==> src/rtl/fall_animator.sv <==
// Fall animation for the ball: freezes physics, sinks the sprite into the hole,
// hides it for a hold time, then presents the win/fail result until acknowledged.
module fall_animator #(
   parameter int RADIUS      = 16,
   parameter int MIN_RADIUS  = 2,
   parameter int STEP_FRAMES = 4,
   parameter int HOLD_FRAMES = 30
) (
   input  logic       i_clk,
   input  logic       i_rst,
   input  logic       i_frame_tick,
   input  logic       i_win,
   input  logic       i_fail,
   input  logic [9:0] i_pos_fall_x,
   input  logic [9:0] i_pos_fall_y,
   input  logic [9:0] i_bl_x,
   input  logic [9:0] i_bl_y,
   input  logic       i_ack,
   output logic [9:0] o_ball_x,
   output logic [9:0] o_ball_y,
   output logic [5:0] o_ball_r,
   output logic       o_ball_visible,
   output logic       o_freeze,
   output logic       o_busy,
   output logic       o_result_valid,
   output logic       o_result_win
);

   typedef enum logic [1:0] {IDLE, SINK, HOLD, REPORT} state_t;

   localparam int CNT_MAX = (STEP_FRAMES > HOLD_FRAMES) ? STEP_FRAMES : HOLD_FRAMES;
   localparam int CNT_W   = $clog2(CNT_MAX + 1);
   localparam logic [CNT_W-1:0] STEP_LAST = CNT_W'(STEP_FRAMES - 1);
   localparam logic [CNT_W-1:0] HOLD_LAST = CNT_W'(HOLD_FRAMES - 1);
   localparam logic [5:0] R_REST = 6'(RADIUS);
   localparam logic [5:0] R_MIN  = 6'(MIN_RADIUS);

   // Halve the distance each step; within one pixel, snap onto the target.
   function automatic logic [9:0] approach(input logic [9:0] pos, input logic [9:0] tgt);
      logic signed [10:0] d;
      d = signed'({1'b0, tgt}) - signed'({1'b0, pos});
      if (d >= 11'sd2 || d <= -11'sd2)
         approach = pos + 10'(d >>> 1);
      else
         approach = pos + d[9:0];
   endfunction

   state_t           state_reg, state_next;
   logic [9:0]       x_reg, x_next, y_reg, y_next;
   logic [9:0]       tx_reg, tx_next, ty_reg, ty_next;
   logic [5:0]       r_reg, r_next;
   logic             vis_reg, vis_next;
   logic             freeze_reg, freeze_next;
   logic             busy_reg, busy_next;
   logic             valid_reg, valid_next;
   logic             res_win_reg, res_win_next;
   logic             win_lat_reg, win_lat_next;
   logic [CNT_W-1:0] cnt_reg, cnt_next;
   logic [9:0]       step_x, step_y;
   logic [5:0]       step_r;

   assign step_x = approach(x_reg, tx_reg);
   assign step_y = approach(y_reg, ty_reg);
   assign step_r = (r_reg > R_MIN) ? r_reg - 6'd1 : r_reg;

   always_comb begin
      state_next   = state_reg;
      x_next       = x_reg;
      y_next       = y_reg;
      tx_next      = tx_reg;
      ty_next      = ty_reg;
      r_next       = r_reg;
      vis_next     = vis_reg;
      valid_next   = valid_reg;
      res_win_next = res_win_reg;
      win_lat_next = win_lat_reg;
      cnt_next     = cnt_reg;
      case (state_reg)
         IDLE: begin
            x_next   = i_bl_x;
            y_next   = i_bl_y;
            r_next   = R_REST;
            vis_next = 1'b1;
            if (i_win | i_fail) begin
               tx_next      = i_pos_fall_x;
               ty_next      = i_pos_fall_y;
               win_lat_next = i_win;
               cnt_next     = '0;
               state_next   = SINK;
            end
         end
         SINK: begin
            if (i_frame_tick) begin
               if (cnt_reg == STEP_LAST) begin
                  cnt_next = '0;
                  x_next   = step_x;
                  y_next   = step_y;
                  r_next   = step_r;
                  if (step_x == tx_reg && step_y == ty_reg && step_r == R_MIN) begin
                     vis_next   = 1'b0;
                     state_next = HOLD;
                  end
               end else begin
                  cnt_next = cnt_reg + CNT_W'(1);
               end
            end
         end
         HOLD: begin
            if (i_frame_tick) begin
               if (cnt_reg == HOLD_LAST) begin
                  cnt_next     = '0;
                  valid_next   = 1'b1;
                  res_win_next = win_lat_reg;
                  state_next   = REPORT;
               end else begin
                  cnt_next = cnt_reg + CNT_W'(1);
               end
            end
         end
         REPORT: begin
            if (i_ack) begin
               valid_next   = 1'b0;
               res_win_next = 1'b0;
               r_next       = R_REST;
               vis_next     = 1'b1;
               x_next       = i_bl_x;
               y_next       = i_bl_y;
               state_next   = IDLE;
            end
         end
         default: state_next = IDLE;
      endcase
      // Freeze/busy follow the state being entered so they stay registered.
      freeze_next = (state_next != IDLE);
      busy_next   = (state_next != IDLE);
   end

   always_ff @(posedge i_clk) begin
      if (i_rst) begin
         state_reg   <= IDLE;
         x_reg       <= '0;
         y_reg       <= '0;
         tx_reg      <= '0;
         ty_reg      <= '0;
         r_reg       <= R_REST;
         vis_reg     <= 1'b1;
         freeze_reg  <= 1'b0;
         busy_reg    <= 1'b0;
         valid_reg   <= 1'b0;
         res_win_reg <= 1'b0;
         win_lat_reg <= 1'b0;
         cnt_reg     <= '0;
      end else begin
         state_reg   <= state_next;
         x_reg       <= x_next;
         y_reg       <= y_next;
         tx_reg      <= tx_next;
         ty_reg      <= ty_next;
         r_reg       <= r_next;
         vis_reg     <= vis_next;
         freeze_reg  <= freeze_next;
         busy_reg    <= busy_next;
         valid_reg   <= valid_next;
         res_win_reg <= res_win_next;
         win_lat_reg <= win_lat_next;
         cnt_reg     <= cnt_next;
      end
   end

   assign o_ball_x       = x_reg;
   assign o_ball_y       = y_reg;
   assign o_ball_r       = r_reg;
   assign o_ball_visible = vis_reg;
   assign o_freeze       = freeze_reg;
   assign o_busy         = busy_reg;
   assign o_result_valid = valid_reg;
   assign o_result_win   = res_win_reg;

endmodule

==> config.mk <==
export PLATFORM = sky130hd
export DESIGN_NAME = fall_animator
export DESIGN_NICKNAME = d
export VERILOG_FILES = /design/src/rtl/fall_animator.sv
export SDC_FILE = /design/constraint.sdc
export NUM_CORES = 1
export LEC_CHECK = 0
export BUFFER_PORTS_ARGS = -buffer_cell sky130_fd_sc_hd__buf_2
export CAP_MARGIN = 15
export CELL_PAD_IN_SITES_DETAIL_PLACEMENT = 1
export CELL_PAD_IN_SITES_GLOBAL_PLACEMENT = 2
export CORE_UTILIZATION = 35
export CTS_BUF_LIST = sky130_fd_sc_hd__clkbuf_4 sky130_fd_sc_hd__clkbuf_8 sky130_fd_sc_hd__clkbuf_16
export CTS_CLUSTER_DIAMETER = 40
export CTS_CLUSTER_SIZE = 10
export DETAILED_ROUTE_END_ITERATION = 7
export GPL_TIMING_DRIVEN = 0
export PLACE_DENSITY_LB_ADDON = 0.3
export SYNTH_ARGS = -nofsm -noshare
export SYNTH_HDL_FRONTEND = slang
export SYNTH_SLANG_ARGS = --single-unit
==> constraint.sdc <==
create_clock -name i_clk -period 13.34 [get_ports i_clk]
set_input_delay 4.002 -clock i_clk [delete_from_list [all_inputs] [get_ports i_clk]]
set_output_delay 4.002 -clock i_clk [all_outputs]
set_load 0.02 [all_outputs]
==> flow_metrics.env, run 1 <==
export IMPL_crit_family="simple AND/OR/NAND/NOR gates"
export IMPL_dr_pass1_iters=4
export IMPL_synth_main_ff_cell="dfxtp_1"
export IMPL_required_ns=13.57
export IMPL_synth_mux_area_share_pct=1.02
export IMPL_slowest_stage="nor4_2"
export IMPL_yosysTopAreaCell="dfxtp_1"
export IMPL_yosys_top_cells_area="dfxtp_1 24%, ha_1 13%, nand2_1 6.4%"
export IMPL_cts_root_buf="clkbuf_16"
export IMPL_num_fill_cells=1710
export IMPL_drtAntennaViolNets=0
export IMPL_synth_async_reset_ratio_pct=0
export IMPL_layout_nets=826
export IMPL_hold_viol=0
export IMPL_synth_edf_count=0
export IMPL_num_rows=42
export IMPL_hold_class="flip-flop to flip-flop"
export IMPL_synthesis_instances=640
export IMPL_avgSynthCellArea_um2=7.65
export IMPL_fin_tns_setup_ns=0
export IMPL_regArea_mm2=0.00116
export IMPL_crit_chain="inv_1 > ha_1 > fa_1 > xor2_1 > nand2_1 > or4_1 > a211o_1 > or4_1 > o21ai_2 > mux2i_1 > ha_1 > inv_1 > fa_1 > xor2_1 > nand4_1 > a2111oi_0 > nand4b_1 > nor4_1 > nand4_1 > nor4_2 > o41ai_1 > or2_1"
export IMPL_worst_slew_pin_slew_ns=1.15
export IMPL_cap_violations=0
export IMPL_synth_adder_area_share_pct=14.4
export IMPL_slew_headroom_pct=23.3
export IMPL_clk_pin_slew_ns=0.05
export IMPL_arrival_ns=6.82
export IMPL_holdWs_ns=0.477
export IMPL_synth_top_area_share_pct=23.7
export IMPL_drtIter0Drc=210
export IMPL_vias_per_cell=5.46
export IMPL_synth_top_family_by_area="simple AND/OR/NAND/NOR gates"
export IMPL_grt_use_total_pct=24.7
export IMPL_status="complete, no violations"
export IMPL_routedWlPerCell_um=19.1
export IMPL_synth_distinct_cells=64
export IMPL_synth_xor_area_share_pct=9.61
export IMPL_yosys_warnings=0
export IMPL_numCtsBuffers=9
export IMPL_finalCritPeriodShare_pct=49.4
export IMPL_rsz0062_at_grt="no"
export IMPL_finalSetupViolCount=0
export IMPL_clock_latency_ns=0.35
export IMPL_die_w_um=120
export IMPL_syn_area_mm2=0.00490
export IMPL_ctsResizeCount=0
export IMPL_slew_viol_final=0
export IMPL_ios=77
export IMPL_die_h_um=120
export IMPL_cp_num_buf_inv=2
export IMPL_synth_seq_area_share_pct=23.7
export IMPL_antenna_found_initial=1
export IMPL_syn_nets=740
export IMPL_remaining_drc_errors=0
export IMPL_finClkSkew_ns=0.00978
export IMPL_fmax_mhz=152
export IMPL_core_area_mm2=0.0135
export IMPL_max_stage_delay_ns=0.56
export IMPL_cts_tree="built"
export IMPL_cts_setup_buffers=0
export IMPL_grt_pass1_wl_um=27300
export IMPL_synth_compound_area_share_pct=22.6
export IMPL_dieArea_mm2=0.0145
export IMPL_dp_slack_ns=6.59
export IMPL_place_inst=891
export IMPL_h_tree_depth=3
export IMPL_grt_overflow_total=0
export IMPL_grt_pass1_vias=5120
export IMPL_end_kind="flip-flop"
export IMPL_routed_wl_um=17300
export IMPL_multi_input_area_mm2=0.00348
export IMPL_portBuffers=75
export IMPL_final_setup_worst_slack_ns=6.75
export IMPL_fin_crit_ns=6.59
export IMPL_hpwl_um=13400
export IMPL_gp_congestion=0.891
export IMPL_clock_path_buffers=2
export IMPL_crit_path_max_fanout=4
export IMPL_synth_simple_area_share_pct=23.5
export IMPL_drive_above_1_share_pct=14.1
export IMPL_floorplan_initialDensity_pct=36.4
export IMPL_start_kind="flip-flop"
export IMPL_cts_num_sinks=58
export IMPL_grt_start_max_net_pins=11
export IMPL_vias=4960
export IMPL_area_growth_pct=18.4
export IMPL_stdcell_count=908
export IMPL_synth_seq_cells=58
export IMPL_cts_hold_buf=0
export IMPL_critical_path_class="flip-flop to flip-flop"
[synthesized netlist by cell type (3+ instances only)]
cell and instances:
nand2_1 84, nor2_1 62, a21oi_1 58, dfxtp_1 58, ha_1 50, inv_1 43
o21ai_0 26, xnor2_1 23, xor2_1 23, clkbuf_1 21, nor3_1 15, nand3_1 14
a221oi_1 10, o21a_1 10, a21o_1 9, nor2b_1 9, o22ai_1 9, a211oi_1 8
nand4_1 7, a31oi_1 6, nand3b_1 6, and3_1 5, mux2i_1 5, nor4_1 5
or3_1 5, fa_1 4, nor4b_1 4, o211ai_1 4, a2111oi_0 3, and4_1 3
nand2b_1 3, or4_1 3, xnor3_1 3
[metal layers]
layer | track usage [%] | up-vias | wire length, µm
li1 | - | 2460 | -
met1 | 32.0 | 2373 | 7890
met2 | 41.9 | 109 | 8250
met3 | 4.62 | 18 | 901
met4 | 6.71 | 0 | 260
met5 | 0 | - | 0
[metrics by stage]
step / cell area (µm²) / utilization (%)
floorplan: 4900 / -
global placement: 5490 / 40.8
detailed placement: 5490 / 40.8
CTS: 5800 / 43.1
global route: 5800 / 43.1
finish: 5800 / 43.1
[kinds of logic (layout without fill, tap and decap cells)]
logic type,count (synthesis),count (layout)
simple gates,238,238
compound gates,170,170
buf+inv,66,157
flops,58,58
fa+ha+maj,54,54
xor+xnor,49,49
mux,5,5
other cells,0,1
[area by class of cell]
| type | instances | share of cell area (%) |
|---|---|---|
| Antenna cell | 1 | 0.0431 |
| Buffer | 23 | 1.57 |
| Clock buffer | 11 | 4.36 |
| Clock inverter | 5 | 0.906 |
| Inverter | 43 | 2.78 |
| Multi-Input combinational cell | 516 | 60.1 |
| Sequential cell | 58 | 20.0 |
| Tap cell | 176 | 3.80 |
| Timing Repair Buffer | 75 | 6.47 |
[worst paths after layout]
kind                    start           to  slack, ns  depth (start not counted)
setup / recovery    ty_reg[0]       o_busy       6.75                         22
hold / removal    win_lat_reg  win_lat_reg       0.48                          2
setup reg to reg    ty_reg[0]       o_busy       6.75                         22
hold reg to reg   win_lat_reg  win_lat_reg       0.48                          2
[placed cells by master (no fill, tap or decap), types with 6 or more instances in the layout]
cell type / synthesis / final
a221oi_1: 10 / 10
a21o_1: 9 / 9
nor3_1: 15 / 15
clkbuf_16: 0 / 9
buf_2: 1 / 76
nand3_1: 14 / 14
nor2b_1: 9 / 9
nand3b_1: 6 / 6
nor2_1: 62 / 62
inv_1: 43 / 43
o22ai_1: 9 / 9
a31oi_1: 6 / 6
nand2_1: 84 / 84
nand4_1: 7 / 7
o21a_1: 10 / 10
dfxtp_1: 58 / 58
a21oi_1: 58 / 58
ha_1: 50 / 50
o21ai_0: 26 / 26
xor2_1: 23 / 23
a211oi_1: 8 / 8
clkbuf_1: 21 / 21
xnor2_1: 23 / 23
[worst min-delay path, delay by kind of cell (launching register included)]
kind / cells / cell delay, ns
simple gates: 1 / 0.06
compound gates: 1 / 0.06
flops: 1 / 0.31
Power of run 1 is not shown: default switching activity piles up to over one toggle a cycle in this logic, so the estimate is an artifact.
==> run 2: changes to the inputs <==
--- a/config.mk
+++ b/config.mk
@@ -9,7 +9,7 @@
 export CAP_MARGIN = 15
 export CELL_PAD_IN_SITES_DETAIL_PLACEMENT = 1
 export CELL_PAD_IN_SITES_GLOBAL_PLACEMENT = 2
-export CORE_UTILIZATION = 35
+export CORE_UTILIZATION = 33
 export CTS_BUF_LIST = sky130_fd_sc_hd__clkbuf_4 sky130_fd_sc_hd__clkbuf_8 sky130_fd_sc_hd__clkbuf_16
 export CTS_CLUSTER_DIAMETER = 40
 export CTS_CLUSTER_SIZE = 10
==> constraint.sdc (replaced) <==
create_clock -name i_clk -period 6.45 [get_ports i_clk]
set_input_delay 1.935 -clock i_clk [delete_from_list [all_inputs] [get_ports i_clk]]
set_output_delay 1.935 -clock i_clk [all_outputs]
set_load 0.02 [all_outputs]
==> flow_metrics.env, run 2 (synthesis gave the netlist of run 1 again) <==
export IMPL_status="complete, no violations"
export IMPL_clock_path_buffers=2
export IMPL_numCtsBuffers=9
export IMPL_portBuffers=75
export IMPL_drive_above_1_share_pct=14.9
export IMPL_max_stage_delay_ns=0.55
export IMPL_gr_usage_met1_pct=33.1
export IMPL_floorplan_initialDensity_pct=33.7
export IMPL_start_kind="flip-flop"
export IMPL_hold_class="flip-flop to flip-flop"
export IMPL_cts_hold_buf=0
export IMPL_routedWlPerCell_um=19.3
export IMPL_hpwl_um=14200
export IMPL_slew_headroom_pct=40.7
export IMPL_h_tree_depth=3
export IMPL_die_w_um=124
export IMPL_arrival_ns=6.36
export IMPL_slew_viol_final=0
export IMPL_fin_crit_ns=6.14
export IMPL_end_kind="flip-flop"
export IMPL_antenna_found_initial=0
export IMPL_dr_pass1_iters=4
export IMPL_clock_latency_ns=0.34
export IMPL_grt_start_max_net_pins=11
export IMPL_fmax_mhz=163
export IMPL_finalSetupViolCount=0
export IMPL_fin_tns_setup_ns=0
export IMPL_vias_per_cell=5.47
export IMPL_grt_use_total_pct=24.2
export IMPL_crit_chain="inv_1 > ha_1 > fa_2 > nor2b_4 > o31ai_1 > a21boi_1 > or4_1 > a211o_1 > or4_1 > o21ai_2 > mux2i_1 > ha_1 > inv_1 > fa_1 > nand3b_1 > a31oi_1 > nor2_1 > xnor3_1 > a2111oi_0 > nand4_1 > nor4_4 > o41ai_1 > or2_1"
export IMPL_routed_wl_um=17700
export IMPL_num_rows=44
export IMPL_dieArea_mm2=0.0153
export IMPL_hold_viol=0
export IMPL_area_growth_pct=19.5
export IMPL_rsz0062_at_grt="no"
export IMPL_cts_num_sinks=58
export IMPL_finClkSkew_ns=0.00775
export IMPL_num_fill_cells=1834
export IMPL_cts_tree="built"
export IMPL_layout_common_cells="84 x nand2_1, 76 x buf_2, 62 x nor2_1"
export IMPL_core_area_mm2=0.0145
export IMPL_antennaDiodeCount=0
export IMPL_slowest_stage="or4_1"
export IMPL_ios=77
export IMPL_cts_root_buf="clkbuf_16"
export IMPL_finalCritPeriodShare_pct=95.1
export IMPL_grt_overflow_total=0
export IMPL_drtAntennaViolNets=0
export IMPL_worst_slew_pin_slew_ns=0.884
export IMPL_cap_violations=0
export IMPL_ff2ff_setup_slack_ns=0.31
export IMPL_use_met2_pct=38.5
export IMPL_final_common_cell="nand2_1"
export IMPL_grt_pass1_wl_um=27400
export IMPL_grt_pass1_vias=5032
export IMPL_crit_path_max_fanout=4
export IMPL_die_h_um=124
export IMPL_remaining_drc_errors=0
export IMPL_critical_path_class="flip-flop to flip-flop"
export IMPL_layout_nets=828
export IMPL_gp_congestion=0.866
export IMPL_grt_use_met3_pct=3.57
export IMPL_drtIter0Drc=234
export IMPL_required_ns=6.68
export IMPL_vias=5020
export IMPL_holdWs_ns=0.475
export IMPL_grt_busiest_layer="met2"
export IMPL_clk_pin_slew_ns=0.05
==> run 2: critical path: cells and delay by family, from the launching register on <==
kind	cells	cell delay, ns
AOI/OAI and AO/OA	7	1.42
xor gates and xnor gates	1	0.24
adders and majority gates	4	1.24
buffers and inverters	2	0.16
DFF	1	0.39
muxes	1	0.20
and+or+nand+nor	8	2.39
==> run 2: cell type report <==
type / count / area (µm²) / share of cell area [%]
repair buffers: 77 / 390 / 6.67
clock inverters: 4 / 51.3 / 0.876
well taps: 184 / 230 / 3.93
plain buffers: 23 / 91.3 / 1.56
flip-flops and latches: 58 / 1160 / 19.8
multi-input cells: 516 / 3510 / 60.0
inverters: 43 / 161 / 2.76
clock buffers: 12 / 254 / 4.34
==> run 2: routing by layer <==
| layer | up-vias | wire [µm] |
|---|---|---|
| met5 | - | 0 |
| met4 | 0 | 322 |
| met3 | 22 | 684 |
| met2 | 92 | 8050 |
| met1 | 2441 | 8650 |
| li1 | 2465 | - |
==> run 2: final timing paths <==
kind	start	to	depth (start not counted)
hold reg to reg	win_lat_reg	win_lat_reg	2
setup reg to reg	ty_reg[0]	o_busy	23
hold / removal	win_lat_reg	win_lat_reg	2
setup / recovery	ty_reg[0]	o_busy	23
==> run 2: repair_timing <==
item,4_1_cts,5_1_grt
hold endpoints to repair,0,0
resized for setup,0,6
buffers inserted,0,1
setup endpoints to repair,0,1
==> run 2: stage by stage <==
step / util [%] / instance area, µm² / cells / worst slack [ns]
2_1_floorplan: - / 4900 / 640 / 1.03
3_3_place_gp: 37.9 / 5500 / 899 / 0.237
3_5_place_dp: 37.9 / 5500 / 899 / 0.194
4_1_cts: 40.0 / 5810 / 915 / 0.168
5_1_grt: 40.3 / 5850 / 917 / 0.0354
6_report: 40.3 / 5850 / 917 / 0.314
Power of run 2 is left out for the same reason.
==> run 3: changes to the inputs <==
--- a/config.mk
+++ b/config.mk
@@ -9,6 +9,8 @@
 export CAP_MARGIN = 15
 export CELL_PAD_IN_SITES_DETAIL_PLACEMENT = 1
 export CELL_PAD_IN_SITES_GLOBAL_PLACEMENT = 2
+export CORE_ASPECT_RATIO = 1.25
+export CORE_MARGIN = 2
 export CORE_UTILIZATION = 33
 export CTS_BUF_LIST = sky130_fd_sc_hd__clkbuf_4 sky130_fd_sc_hd__clkbuf_8 sky130_fd_sc_hd__clkbuf_16
 export CTS_CLUSTER_DIAMETER = 40
==> flow_metrics.env, run 3 (synthesis gave the netlist of run 1 again) <==
export IMPL_end_kind="flip-flop"
export IMPL_slowest_stage="or4_1"
export IMPL_layout_common_cells="84 x nand2_1, 76 x buf_2, 62 x nor2_1"
export IMPL_finalSetupViolCount=0
export IMPL_critical_path_class="flip-flop to flip-flop"
export IMPL_routedWlPerCell_um=19.6
export IMPL_fin_crit_ns=6.20
export IMPL_antennaDiodeCount=0
export IMPL_grt_pass1_wl_um=28400
export IMPL_clk_pin_slew_ns=0.06
export IMPL_antenna_found_initial=0
export IMPL_cts_hold_buf=0
export IMPL_highest_layer="met4"
export IMPL_gp_congestion=0.883
export IMPL_finalCritPeriodShare_pct=96.2
export IMPL_slew_headroom_pct=31.4
export IMPL_fin_area_mm2=0.00590
export IMPL_drtIter0Drc=257
export IMPL_h_tree_depth=3
export IMPL_vias_per_cell=5.48
export IMPL_hold_viol=0
export IMPL_fin_tns_setup_ns=0
export IMPL_cts_num_sinks=58
export IMPL_dr_pass1_iters=7
export IMPL_fmax_mhz=161
export IMPL_grt_use_total_pct=23.0
export IMPL_remaining_drc_errors=6
export IMPL_floorplan_initialDensity_pct=33.8
export IMPL_cts_tree="built"
export IMPL_violations="design-rule violations"
export IMPL_portBuffers=75
export IMPL_m1WireLength_um=7400
export IMPL_slew_viol_final=0
export IMPL_placed_area_mm2=0.00550
export IMPL_wl_met2_um=9480
export IMPL_finClkSkew_ns=0.00962
export IMPL_drtAntennaViolNets=0
export IMPL_layout_nets=828
export IMPL_hold_class="flip-flop to flip-flop"
export IMPL_core_area_mm2=0.0145
export IMPL_crit_chain="inv_1 > ha_1 > fa_2 > nor2b_4 > o31ai_1 > a21boi_1 > or4_1 > a211o_1 > or4_1 > o21ai_2 > mux2i_1 > ha_1 > inv_1 > fa_1 > xor2_1 > nand4_1 > a2111oi_1 > nand4b_1 > nor4_1 > nand4_1 > buf_4 > nor4_4 > o41ai_1 > or2_1"
export IMPL_drive_above_1_share_pct=15.0
export IMPL_final_common_cell="nand2_1"
export IMPL_worst_slew_pin_slew_ns=1.03
export IMPL_grt_overflow_total=0
export IMPL_status="complete, but fails checks"
export IMPL_routed_wl_um=17800
export IMPL_cap_violations=0
export IMPL_ios=77
export IMPL_cts_root_buf="clkbuf_16"
export IMPL_arrival_ns=6.42
export IMPL_required_ns=6.67
export IMPL_crit_path_max_fanout=4
export IMPL_clock_latency_ns=0.34
export IMPL_num_fill_cells=1828
export IMPL_area_growth_pct=20.5
export IMPL_grt_start_max_net_pins=11
export IMPL_wl_met3_um=652
export IMPL_vias=4995
export IMPL_numCtsBuffers=9
export IMPL_grt_pass1_vias=5405
export IMPL_hpwl_um=14300
export IMPL_num_rows=49
export IMPL_rsz0062_at_grt="no"
export IMPL_die_h_um=140
export IMPL_max_stage_delay_ns=0.59
export IMPL_clock_path_buffers=2
export IMPL_die_w_um=113
export IMPL_start_kind="flip-flop"
export IMPL_dieArea_mm2=0.0158
[run 3: worst paths after layout]
check                               startpoint             end  slack (ns)  cells past startpoint
worst max-delay path                 ty_reg[0]          o_busy        0.25                     24
worst min-delay path            o_ball_visible  o_ball_visible        0.47                      2
worst max register to register       ty_reg[0]          o_busy        0.25                     24
worst min register to register  o_ball_visible  o_ball_visible        0.47                      2
[run 3: critical path: cells and delay by family, from the launching register on]
family / cells / cell delay [ns]
DFF: 1 / 0.39
buffers and inverters: 3 / 0.31
adders and majority gates: 4 / 1.37
and+or+nand+nor: 9 / 2.38
xor gates and xnor gates: 1 / 0.22
muxes: 1 / 0.24
AOI/OAI and AO/OA: 6 / 1.19
[run 3: repair_timing]
item                                   in CTS  in global routing
buffers inserted                            0                  2
endpoints found under the hold margin       0                  0
setup endpoints to repair                   1                  2
pin swaps                                   1                  3
resized for setup                           3                  5
cloned                                      0                  0
[run 3: layout make-up]
class / instances / area [µm²] / share of cell area [%]
buffer: 23 / 91.3 / 1.55
multi-input combinational: 516 / 3520 / 59.7
timing repair buffer: 77 / 390 / 6.62
inverter: 43 / 161 / 2.74
sequential: 58 / 1160 / 19.7
clock buffer: 13 / 280 / 4.75
tap: 178 / 223 / 3.77
clock inverter: 3 / 68.8 / 1.17
[run 3: per-layer routing]
layer / up-vias / global-route usage (%)
met2: 93 / 43.6
met1: 2419 / 25.9
met3: 18 / 3.07
li1: 2465 / -
met5: - / 0
met4: 0 / 8.28
[run 3: metrics by stage]
stage | hold WS (ns) | util, % | worst slack [ns] | std cells
after CTS | 0.477 | 40.5 | 0.0508 | 909
after detailed placement | 0.469 | 38.0 | -0.0984 | 893
after floorplan | 0.436 | - | 1.03 | 640
final | 0.466 | 40.8 | 0.247 | 911
after global routing | 0.502 | 40.8 | 0.0439 | 911
after global placement | 0.462 | 38.0 | 0.0611 | 893
Power of run 3 is left out for the same reason.
